### config.mk
export PLATFORM = sky130hd
export DESIGN_NAME = uart_tx_param_flat
export DESIGN_NICKNAME = d
export VERILOG_FILES = /design/src/rtl/uart_tx_param_pkg.sv /design/src/rtl/uart_tx_param_if.sv /design/src/rtl/uart_baud_tick.sv /design/src/rtl/uart_tx_param.sv /design/src/flat_wrapper.sv
export SDC_FILE = /design/constraint.sdc
export NUM_CORES = 1
export LEC_CHECK = 0
export ABC_CLOCK_PERIOD_IN_PS = 1800
export CAP_MARGIN = 30
export CELL_PAD_IN_SITES_DETAIL_PLACEMENT = 1
export CELL_PAD_IN_SITES_GLOBAL_PLACEMENT = 1
export CORE_ASPECT_RATIO = 1.1
export CORE_MARGIN = 2
export CORE_UTILIZATION = 35
export CTS_CLUSTER_DIAMETER = 50
export DETAILED_ROUTE_END_ITERATION = 16
export PLACE_DENSITY_LB_ADDON = 0.1
export SYNTH_ARGS = -nofsm -noshare
export SYNTH_HDL_FRONTEND = slang
export SYNTH_SLANG_ARGS = --single-unit
### constraint.sdc
create_clock -name CLK -period 1.8 [get_ports CLK]
set_input_delay 0.36 -clock CLK [delete_from_list [all_inputs] [get_ports CLK]]
set_output_delay 0.36 -clock CLK [all_outputs]
set_load 0.05 [all_outputs]
### src/rtl/uart_tx_param_pkg.sv
// Shared types and helpers for the parametrised UART transmitter.
package uart_tx_param_pkg;

  localparam int UART_MAX_DATA_W = 9;

  typedef enum logic [2:0] {
    IDLE,
    START,
    DATA,
    PARITY,
    STOP
  } uart_tx_state_e;

  // Per-frame configuration captured at load; parity type is folded into par_bit then.
  typedef struct packed {
    logic par_en;
    logic stop2;
  } uart_frame_cfg_t;

  function automatic logic uart_parity(input logic [UART_MAX_DATA_W-1:0] data,
                                       input logic typ);
    return (^data) ^ typ;
  endfunction

endpackage

### src/rtl/uart_tx_param_if.sv
// Payload handshake and frame configuration between the controller and the transmitter.
interface uart_tx_param_if #(
  parameter int DATA_W     = 8,
  parameter int PRESCALE_W = 6
);
  logic [DATA_W-1:0]     P_DATA;
  logic                  DATA_VALID;
  logic                  DATA_READY;
  logic                  PAR_EN;
  logic                  PAR_TYP;
  logic                  STOP2;
  logic [PRESCALE_W-1:0] PRESCALE;

  modport master (
    output P_DATA, DATA_VALID, PAR_EN, PAR_TYP, STOP2, PRESCALE,
    input  DATA_READY
  );

  modport slave (
    input  P_DATA, DATA_VALID, PAR_EN, PAR_TYP, STOP2, PRESCALE,
    output DATA_READY
  );
endinterface

### src/rtl/uart_baud_tick.sv
// Bit-time counter: counts 0..prescale while enabled, pulses bit_end on the last clock of a bit.
module uart_baud_tick #(
  parameter int PRESCALE_W = 6
) (
  input  logic                  CLK,
  input  logic                  RST,
  input  logic                  en,
  input  logic                  restart,
  input  logic [PRESCALE_W-1:0] prescale,
  output logic                  bit_end
);
  logic [PRESCALE_W-1:0] cnt;

  // Gated so an idle counter parked at 0 never looks like a bit end when prescale is 0.
  assign bit_end = en && (cnt == prescale);

  always_ff @(posedge CLK) begin
    if (!RST)                          cnt <= '0;
    else if (!en || restart || bit_end) cnt <= '0;
    else                               cnt <= cnt + 1'b1;
  end
endmodule

### src/rtl/uart_tx_param.sv
// UART transmitter with a one-entry holding buffer, runtime prescale, optional parity, 1/2 stop bits.
module uart_tx_param
  import uart_tx_param_pkg::*;
#(
  parameter int DATA_W     = 8,
  parameter int PRESCALE_W = 6
) (
  input  logic           CLK,
  input  logic           RST,
  uart_tx_param_if.slave bus,
  output logic           TX_OUT,
  output logic           Busy
);
  localparam int BCNT_W = $clog2(DATA_W) + 1;

  uart_tx_state_e        state, state_n;
  logic                  hold_full;
  logic [DATA_W-1:0]     hold_data;
  logic [DATA_W-1:0]     shift_reg;
  logic                  par_bit;
  uart_frame_cfg_t       cfg_q;
  logic [PRESCALE_W-1:0] presc_q;
  logic [BCNT_W-1:0]     bit_cnt;
  logic                  load, bit_end, xfer, last_data, last_stop;

  assign xfer           = bus.DATA_VALID && !hold_full;
  assign bus.DATA_READY = !hold_full;
  assign Busy           = (state != IDLE) || hold_full;
  assign last_data      = (bit_cnt == BCNT_W'(DATA_W - 1));
  assign last_stop      = (bit_cnt == BCNT_W'(cfg_q.stop2));

  uart_baud_tick #(.PRESCALE_W(PRESCALE_W)) u_tick (
    .CLK     (CLK),
    .RST     (RST),
    .en      (state != IDLE),
    .restart (load),
    .prescale(presc_q),
    .bit_end (bit_end)
  );

  always_comb begin
    state_n = state;
    load    = 1'b0;
    TX_OUT  = 1'b1;
    case (state)
      IDLE: begin
        if (hold_full) begin
          load    = 1'b1;
          state_n = START;
        end
      end
      START: begin
        TX_OUT = 1'b0;
        if (bit_end) state_n = DATA;
      end
      DATA: begin
        TX_OUT = shift_reg[0];
        if (bit_end && last_data) state_n = cfg_q.par_en ? PARITY : STOP;
      end
      PARITY: begin
        TX_OUT = par_bit;
        if (bit_end) state_n = STOP;
      end
      STOP: begin
        // A queued byte reloads on the final stop edge so frames abut with no idle clock.
        if (bit_end && last_stop) begin
          if (hold_full) begin
            load    = 1'b1;
            state_n = START;
          end else begin
            state_n = IDLE;
          end
        end
      end
      default: state_n = IDLE;
    endcase
  end

  always_ff @(posedge CLK) begin
    if (!RST) begin
      state     <= IDLE;
      hold_full <= 1'b0;
      hold_data <= '0;
      shift_reg <= '0;
      par_bit   <= 1'b0;
      cfg_q     <= '0;
      presc_q   <= '0;
      bit_cnt   <= '0;
    end else begin
      state <= state_n;

      if (load)      hold_full <= 1'b0;
      else if (xfer) hold_full <= 1'b1;
      if (xfer) hold_data <= bus.P_DATA;

      if (load) begin
        shift_reg <= hold_data;
        par_bit   <= uart_parity(UART_MAX_DATA_W'(hold_data), bus.PAR_TYP);
        cfg_q     <= '{par_en: bus.PAR_EN, stop2: bus.STOP2};
        presc_q   <= bus.PRESCALE;
        bit_cnt   <= '0;
      end else if (bit_end) begin
        // bit_cnt counts data bits in DATA and stop bits in STOP; it restarts on every state change.
        bit_cnt <= (state_n != state) ? '0 : bit_cnt + 1'b1;
        if (state == DATA) shift_reg <= shift_reg >> 1;
      end
    end
  end
endmodule

### src/flat_wrapper.sv
// flat-port wrapper written by rule: the top's interface ports become plain ports
module uart_tx_param_flat import uart_tx_param_pkg::*;
#(
  parameter int DATA_W     = 8,
  parameter int PRESCALE_W = 6
)
  (CLK, RST, TX_OUT, Busy, bus_P_DATA, bus_DATA_VALID, bus_PAR_EN, bus_PAR_TYP, bus_STOP2, bus_PRESCALE, bus_DATA_READY);
  uart_tx_param_if #(.DATA_W(DATA_W), .PRESCALE_W(PRESCALE_W)) bus_i ();
  input  logic CLK;
  input  logic RST;
  output logic TX_OUT;
  output logic Busy;
  input wire logic [$bits(bus_i.P_DATA)-1:0] bus_P_DATA;
  input wire logic [$bits(bus_i.DATA_VALID)-1:0] bus_DATA_VALID;
  input wire logic [$bits(bus_i.PAR_EN)-1:0] bus_PAR_EN;
  input wire logic [$bits(bus_i.PAR_TYP)-1:0] bus_PAR_TYP;
  input wire logic [$bits(bus_i.STOP2)-1:0] bus_STOP2;
  input wire logic [$bits(bus_i.PRESCALE)-1:0] bus_PRESCALE;
  output wire logic [$bits(bus_i.DATA_READY)-1:0] bus_DATA_READY;
  assign bus_i.P_DATA = bus_P_DATA;
  assign bus_i.DATA_VALID = bus_DATA_VALID;
  assign bus_i.PAR_EN = bus_PAR_EN;
  assign bus_i.PAR_TYP = bus_PAR_TYP;
  assign bus_i.STOP2 = bus_STOP2;
  assign bus_i.PRESCALE = bus_PRESCALE;
  assign bus_DATA_READY = bus_i.DATA_READY;
  uart_tx_param #(.DATA_W(DATA_W), .PRESCALE_W(PRESCALE_W)) u_core (.CLK(CLK), .RST(RST), .bus(bus_i), .TX_OUT(TX_OUT), .Busy(Busy));
endmodule
# Word level (Yosys, flattened, before mapping)
# Cells that the tools add are included.
[totals]
wordCells = 55
in_bits = 20
register_bits = 39
output_inout_bits = 3
[classes]
add_sub_neg = 2
muxes = 16
n_eq_ne = 8
n_reduce_logical = 17
n_bitwise = 2
[op_table]
columns = ["cell", "count"]
rows = [
  ["$mux W8", 3],
  ["$mux W3", 6],
  ["$pmux W3 S5", 1],
  ["$reduce_xor A9 Y1", 1],
  ["$add A6 B1 Y6 const B", 1],
  ["$eq A3 B2 Y1 const B", 2],
  ["$eq A6 B6 Y1", 1],
  ["$add A4 B1 Y4 const B", 1],
  ["$eq A4 B1 Y1", 1],
  ["$eq A4 B3 Y1 const B", 1],
  ["$logic_and A1 B1 Y1", 4],
  ["$mux W4", 1],
  ["$reduce_bool A2 Y1", 2],
  ["$reduce_or A2 Y1", 2],
  ["$eq A3 B1 Y1 const B", 1],
  ["$eq A3 B3 Y1 const B", 1],
  ["$logic_not A3 Y1", 1],
  ["$logic_or A1 B1 Y1", 3],
  ["$mux W1", 3],
  ["$ne A3 B3 Y1", 1],
  ["$pmux W1 S3", 1],
  ["$reduce_bool A3 Y1", 1],
  ["$logic_not A1 Y1", 2],
  ["$pmux W1 S2", 1],
  ["3 further kinds", 3],
]

# Depth between registers and ports, before layout
# Gate-level depths: netlist of the first run.
[depth]
depth_word = 8
mapped_depth = 7
mapped_depth_nobuf = 6

# Modules after synthesis
# From an unflattened synthesis of the first run, not the netlist that was laid out.
[hier_totals]
hier_cells = 214
hier_area_um2 = 1935.6
[by_module_without_submodules]
columns = ["mod", "n_inst", "cells_each", "seq_area_each_um2", "area_per_inst_um2"]
rows = [
  ["uart_tx_param", 1, 184, 660.6, 1630.3],
  ["uart_baud_tick", 1, 30, 120.1, 305.3],
]

# Worst setup path before layout of the first run
# OpenSTA, ideal clock, no wires.
[synth_timing]
path_type = "reg-to-reg"
start = "register u_core.bit_cnt[3]"
end = "register u_core.par_bit"
t_required_ns = 1.674
slack_ns = 0.045
n_path_buf = 1
period_less_slack_ns = 1.755
path_stages_with_launch = 7
setup_ns = 0.126
t_arrival_ns = 1.629
cell_sequence = "dfxtp_1 > or3_1 > nor4_2 > a21boi_4 > buf_2 > o211ai_1 > o31ai_2"
[synth_via]
elab_chain_len = 4
[synth_rtl]
columns = ["item", "line_no", "rtl"]
rows = [
  ["start: declaration", "uart_tx_param.sv:23", "logic [BCNT_W-1:0] bit_cnt;"],
  ["start signal: assignment", "uart_tx_param.sv:104", "bit_cnt <= (state_n != state) ? '0 : bit_cnt + 1'b1;"],
  ["$eq A4 B1 Y1", "uart_tx_param.sv:30", "assign last_stop = (bit_cnt == BCNT_W'(cfg_q.stop2));"],
  ["$logic_and A1 B1 Y1", "uart_tx_param.sv:66", "if (bit_end && last_stop) begin"],
  ["$mux W1", "uart_tx_param.sv:66", ""],
  ["$pmux W1 S2", "uart_tx_param.sv:45", "case (state)"],
  ["end signal: assignment", "uart_tx_param.sv:98", "par_bit <= uart_parity(UART_MAX_DATA_W'(hold_data), bus.PAR_TYP);"],
  ["end: declaration", "uart_tx_param.sv:20", "logic par_bit;"],
]
# No other way between the ends.
# A chain may end at the register's enable or synchronous reset.

# Final worst setup path of the first run
[layout_timing]
start = "register u_core.presc_q[0]"
end = "register u_core.bit_cnt[3]"
[layout_via]
elab_chain_len = 7
word_cells_on_any_way = 14
cone_classes = "eq/ne: 2; mux: 8; reduce/logical: 4"
[layout_rtl]
columns = ["item", "line_no", "rtl"]
rows = [
  ["start: declaration", "uart_tx_param.sv:22", "logic [PRESCALE_W-1:0] presc_q;"],
  ["start signal: assignment", "uart_tx_param.sv:100", "presc_q <= bus.PRESCALE;"],
  ["$eq A6 B6 Y1 *", "uart_baud_tick.sv:15", "assign bit_end = en && (cnt == prescale);"],
  ["$logic_and A1 B1 Y1 *", "uart_baud_tick.sv:15", ""],
  ["$logic_and A1 B1 Y1, on equally long branches", "uart_tx_param.sv:66, uart_tx_param.sv:58", ""],
  ["$mux W3, on equally long branches", "uart_tx_param.sv:66, uart_tx_param.sv:58", ""],
  ["$pmux W3 S5", "uart_tx_param.sv:45", ""],
  ["$ne A3 B3 Y1", "uart_tx_param.sv:104", ""],
  ["$mux W4", "uart_tx_param.sv:104", ""],
]
# Every way passes the cells marked *; elsewhere a longest branch is shown, timed or not.

==> results of run 1 <==
==> path summary, 6_finish.rpt <==
kind,start,to,cells after the start
worst max-delay path,u_core.presc_q[0],u_core.bit_cnt[3],7
worst min-delay path,u_core.shift_reg[1],u_core.shift_reg[1],2
worst max register to register,u_core.presc_q[0],u_core.bit_cnt[3],7
worst min register to register,u_core.shift_reg[1],u_core.shift_reg[1],2
==> through the flow <==
step           instance area (sq um)  TNS (ns)
4_1_cts                         2680   -0.0170
3_3_place_gp                    2510         0
5_1_grt                         2980     -1.14
6_report                        2980   -0.0411
3_5_place_dp                    2510    -0.278
2_1_floorplan                   1970         0
==> routing by layer <==
metal	global-route usage [%]	vias up
li1	-	941
met1	25.5	922
met4	5.79	0
met3	3.40	11
met2	32.0	31
met5	0	-
==> timing repair <==
action | in CTS | in global routing
gates resized for setup | 11 | 49
gates cloned | 1 | 0
buffers inserted | 1 | 7
endpoints found under the setup margin | 13 | 21
pin swaps | 1 | 21
==> power breakdown <==
| group | total, mW | switching (mW) | internal [mW] |
|---|---|---|---|
| sequential | 0.972 | 0.0522 | 0.920 |
| combinational | 0.783 | 0.418 | 0.365 |
| clock | 0.764 | 0.315 | 0.449 |
==> kinds of logic (layout without fill, tap and decap cells) <==
| kind of cell | Yosys count | count (layout) | synth area share [%] |
|---|---|---|---|
| and+or+nand+nor | 85 | 85 | 22.3 |
| AOI/OAI and AO/OA | 48 | 48 | 17.2 |
| DFF | 39 | 39 | 39.7 |
| buffers and inverters | 20 | 84 | 4.45 |
| xor gates and xnor gates | 19 | 19 | 8.46 |
| muxes | 13 | 13 | 6.62 |
| adders and majority gates | 2 | 2 | 1.27 |
==> cell usage in the layout (no fill, tap or decap), types with 2 or more instances in the layout <==
| master | netlist | layout |
|---|---|---|
| nand3_1 | 18 | 14 |
| o21ai_1 | 9 | 9 |
| nor3_2 | 1 | 2 |
| o211ai_1 | 5 | 5 |
| a21oi_2 | 0 | 4 |
| a2111oi_4 | 0 | 2 |
| a21oi_1 | 13 | 9 |
| nand3b_1 | 2 | 2 |
| ha_1 | 2 | 2 |
| buf_6 | 1 | 7 |
| nor4_2 | 1 | 2 |
| mux2i_1 | 13 | 13 |
| nand3_2 | 0 | 3 |
| o2111ai_1 | 2 | 2 |
| clkbuf_8 | 0 | 6 |
| nand2_1 | 14 | 14 |
| nand4_1 | 6 | 6 |
| buf_12 | 0 | 2 |
| a211oi_2 | 0 | 3 |
| nor3_1 | 8 | 5 |
| a31oi_1 | 2 | 2 |
| xnor2_1 | 13 | 9 |
| clkdlybuf4s50_1 | 0 | 19 |
| xnor2_2 | 0 | 4 |
| xor2_1 | 6 | 4 |
| inv_1 | 6 | 6 |
| dfxtp_2 | 0 | 11 |
| o21ai_0 | 3 | 2 |
| or3_1 | 3 | 2 |
| dfxtp_1 | 39 | 27 |
| nor3_4 | 1 | 3 |
| nor2_1 | 22 | 21 |
| buf_4 | 0 | 42 |
==> final cells by class <==
| cell class | instances | area, sq um |
|---|---|---|
| timing repair buffer | 70 | 624 |
| clock buffer | 6 | 82.6 |
| fill | 642 | 2410 |
| sequential | 39 | 798 |
| multi-input combinational | 167 | 1320 |
| tap | 75 | 93.8 |
| clock inverter | 2 | 35.0 |
| inverter | 6 | 22.5 |
==> worst reg2reg max path: cells and delay by family (launching register included) <==
| family | cells | cell delay, ns |
|---|---|---|
| AOI/OAI and AO/OA | 1 | 0.38 |
| xor gates and xnor gates | 1 | 0.19 |
| buffers and inverters | 2 | 0.34 |
| DFF | 1 | 0.34 |
| and+or+nand+nor | 3 | 0.47 |
==> flow_summary_export.csv, run 1 <==
group,metric,value,unit
grt,grt.total_usage,19.3,%
drt,vias,1905,
drt,wl_met2,2980,microns
floorplanning,core_area,5400,sq um
timing,drv_slew,0,
cells_and_area,fin_util,55.2,%
cts,cts_sinks,39,
grt,grt_pass1_wl,9020,microns
synthesis,yosys.cell_types.count,43,
synthesis,synthesis.area,1970,sq um
power_and_ir_drop,power,2.52,mW
place,dp_slack,-0.131,ns
setup_path,crit_buf_inv,2,
setup_path,critPathSlowestCell,"a2111oi_4",
synthesis,yosys.area.top_type,"dfxtp_1",
synthesis,ys_seq_elements,39,
timing,max_clock_freq,0.549,GHz
setup_path,path_max_fanout,3,
floorplanning,rows,28,
floorplanning,io_pins,23,
grt,antenna_found_initial,0,
cells_and_area,drive_above_1_share,37.2,%
timing,maxSlewHeadroom,63.5,%
synthesis,yosysWarnings,0,
synthesis,syn_avg_cell_area,8.70,sq um
cts,path_clk_slew,0.08,ns
synthesis,synth_edf_count,0,
cells_and_area,final_cells,365,
drt,met3_wirelength,144,microns
floorplanning,die_w,75.5,microns
setup_path,crit_chain,"xor2_2 > buf_4 > nor2_1 > nand3_1 > a2111oi_4 > buf_4 > nor4_2",
synthesis,netlist_instances,226,
setup_path,crit_top_cell,"buf_4",
synthesis,synth_nets,248,
cts,clockBufferDepth,2,
timing,whs,0.487,ns
place,gp_congestion,0.805,
cts,tritoncts,"yes",
synthesis,synth.most_common_cell,"dfxtp_1",
grt,grt_max_degree,20,
setup_path,rrSetupSlack,-0.02,ns
place,hpwl,3960,microns
cts,root_buffer,"clkbuf_8",
timing,hold_viol_final,0,
place,place.port_buffers,22,
grt,grt_overflow,0,
timing,setup_viol,2,
synthesis,ys_dominant_reg_cell,"dfxtp_1",
cells_and_area,syn2layout_area_growth,51.5,%
drt,wirelength,5830,microns
setup_path,end_kind,"register",
drt,drtAntennaViolNets,0,
floorplanning,initial_core_util,36.5,%
setup_path,worst-setup-path-type,"register to register",
floorplanning,fp.dieArea,6240,sq um
timing,rsz0062_at_grt,"true",
drt,viasPerCell,5.22,
cts,htreeDepth,2,
drt,drcViolationCount,0,
cts,cts_hold_buf,0,
timing,period_share,101,%
outcome,violations,"setup timing",
cts,cts_made_buffers,5,
synthesis,async_reset_ff_share,0,%
grt,grt_pass1_vias,1854,
setup_path,max_stage_delay,0.38,ns
timing,finalCriticalPeriod,1.82,ns
setup_path,start_kind,"register",
drt,wl_per_cell,16.0,microns
flow_run,drv_cap,0,
synthesis,synth_top_cell_area_share,39.7,%
setup_path,worstPathRequired,1.99,ns
outcome,outcome,"finished, violations left",
cells_and_area,nNetsFinal,311,
drt,topRoutingLayerUsed,"met4",
place,dp_cells,348,
synthesis,synthTopCellsByArea,"dfxtp_1, mux2i_1, xnor2_1",
cells_and_area,diodes,0,
setup_path,crit_family,"simple AND/OR/NAND/NOR gates",
drt,drtIter0Drc,66,
timing,worst_pin_slew,0.542,ns
synthesis,synthTopCellsByCount,"dfxtp_1, nor2_1, nand3_1",
floorplanning,die_y,82.6,microns
drt,drt-met1-wl,2590,microns
setup_path,cp_data_arrival_time,2.01,ns
synthesis,ys_seq_area_share,39.7,%
power_and_ir_drop,power_density,845,nW/um^2
worst_hold_path,worst_hold_path_type,"register to register",
cts,clock_latency,0.30,ns
power_and_ir_drop,p_leak,1.10,nW
timing,fin_ws,-0.0207,ns
timing,fin_skew,0.00804,ns
drt,firstDrtPassIters,4,
power_and_ir_drop,peakVddDrop,0.445,mV
Note: power is estimated with default switching activity, not from simulation.
==> run 2: changes to the inputs <==
- CORE_MARGIN: 2 -> unset
==> flow_summary_export.csv, run 2 (synthesized netlist as in run 1, its figures left out) <==
group,metric,value,unit
outcome,outcome,"finished, violations left",
outcome,violations,"setup timing",
place,hpwl,3840,microns
floorplanning,fp.dieArea,5920,sq um
flow_run,drv_cap,0,
power_and_ir_drop,peakVddDrop,0.445,mV
timing,period_share,101,%
timing,fin_ws,-0.0179,ns
floorplanning,die_y,80.6,microns
timing,setup_viol,1,
setup_path,worstPathRequired,2.03,ns
power_and_ir_drop,switching_share,30.3,%
cells_and_area,diodes,0,
setup_path,end_kind,"register",
power_and_ir_drop,power_density,862,nW/um^2
cells_and_area,mostFrequentLayoutCells,"buf_4, dfxtp_1, nor2_1",
timing,drv_slew,0,
drt,vias,1840,
cts,cts_made_buffers,5,
cts,path_clk_slew,0.08,ns
grt,grt_pass1_wl,8630,microns
power_and_ir_drop,p_leak,1.05,nW
drt,wl_per_cell,14.7,microns
cells_and_area,syn2layout_area_growth,43.1,%
timing,finalCriticalPeriod,1.82,ns
grt,antenna_found_initial,0,
cts,tritoncts,"yes",
floorplanning,die_w,73.5,microns
cts,root_buffer,"clkbuf_8",
timing,rsz0062_at_grt,"true",
timing,maxSlewHeadroom,69.5,%
floorplanning,core_area,5400,sq um
cts,cts_hold_buf,0,
floorplanning,initial_core_util,36.5,%
cts,clockBufferDepth,2,
grt,grt.total_usage,19.4,%
timing,hold_viol_final,0,
setup_path,worst-setup-path-type,"register to register",
drt,wirelength,5280,microns
cts,htreeDepth,2,
floorplanning,io_pins,23,
timing,max_clock_freq,0.550,GHz
worst_hold_path,worst_hold_path_type,"register to register",
power_and_ir_drop,p_seq_share,40.0,%
setup_path,cp_data_arrival_time,2.05,ns
timing,fin_skew,0.00542,ns
power_and_ir_drop,clkPwrFrac,31.3,%
setup_path,start_kind,"register",
grt,grt_max_degree,24,
drt,viasPerCell,5.13,
power_and_ir_drop,p_switching,735,uW
timing,worst_pin_slew,0.456,ns
cells_and_area,final_common_cell,"buf_4",
grt,grt_overflow,0,
power_and_ir_drop,comb_power_share,28.6,%
power_and_ir_drop,p_int,1.69,mW
floorplanning,rows,28,
cts,clock_latency,0.30,ns
grt,grt_pass1_vias,1806,
drt,drtIter0Drc,74,
cells_and_area,drive_above_1_share,29.6,%
cells_and_area,nNetsFinal,305,
drt,drcViolationCount,0,
setup_path,path_max_fanout,4,
drt,firstDrtPassIters,4,
cts,cts_sinks,39,
place,gp_congestion,0.744,
power_and_ir_drop,power,2.42,mW
drt,drtAntennaViolNets,0,
place,place.port_buffers,22,
cells_and_area,fin_util,52.2,%
-- run 2: cell count changes in the layout (fill, tap and decap cells not counted), sizes merged --
cell,change
buf,-6
-- run 2: power groups by stage --
| stage | combinational, mW | sequential [mW] | clock (mW) |
|---|---|---|---|
| detailed placement | 0.617 | 0.983 | 0 |
| CTS | 0.648 | 0.966 | 0.784 |
| global placement | 0.610 | 0.982 | 0 |
| global route | 0.753 | 0.978 | 0.823 |
| floorplan | 0.392 | 0.967 | 0 |
| finish | 0.694 | 0.971 | 0.760 |
-- run 2: final timing paths --
kind	cells after the start	from	slack [ns]	end
setup / recovery	7	u_core.bit_cnt[2]	-0.02	u_core.cfg_q[1]
hold / removal	2	u_core.shift_reg[1]	0.49	u_core.shift_reg[1]
setup reg to reg	7	u_core.bit_cnt[2]	-0.02	u_core.cfg_q[1]
hold reg to reg	2	u_core.shift_reg[1]	0.49	u_core.shift_reg[1]
-- run 2: worst max-delay path, stage by stage (launching register included) --
cell     delay, ns
dfxtp_2       0.32
or3_4         0.42
buf_6         0.13
o41ai_4       0.34
buf_6         0.17
buf_4         0.13
nand3_1       0.10
a21oi_2       0.14
-- run 2: metal layers --
metal / track usage, % / vias up / wire length (microns)
li1: - / 925 / -
met1: 24.3 / 885 / 2370
met2: 33.3 / 23 / 2730
met3: 3.76 / 7 / 109
met4: 5.77 / 0 / 72
met5: 0 / - / 0
-- run 2: what timing repair did --
| action | in CTS | in global routing |
|---|---|---|
| resized for setup | 15 | 24 |
| cloned | 1 | 0 |
| buffers inserted | 2 | 3 |
| pin swaps | 3 | 6 |
| endpoints found under the setup margin | 21 | 20 |
-- run 2: metrics by stage --
stage          hold slack, ns  cell area [sq um]  setup slack (ns)  instances  TNS [ns]
3_5_place_dp            0.476               2490            -0.116        345    -0.950
3_3_place_gp            0.466               2490            -0.131        345    -0.310
6_report                0.486               2810           -0.0179        359   -0.0179
2_1_floorplan           0.440               1970            0.0448        226         0
4_1_cts                 0.489               2690           -0.0152        356   -0.0270
5_1_grt                 0.500               2810           -0.0801        359    -0.681
-- run 2: area by class of cell --
type,count,area (sq um)
tap,75,93.8
clock buffer,6,82.6
inverter,6,22.5
fill,642,2580
timing repair buffer,64,567
clock inverter,2,35.0
sequential,39,793
multi-input combinational,167,1220
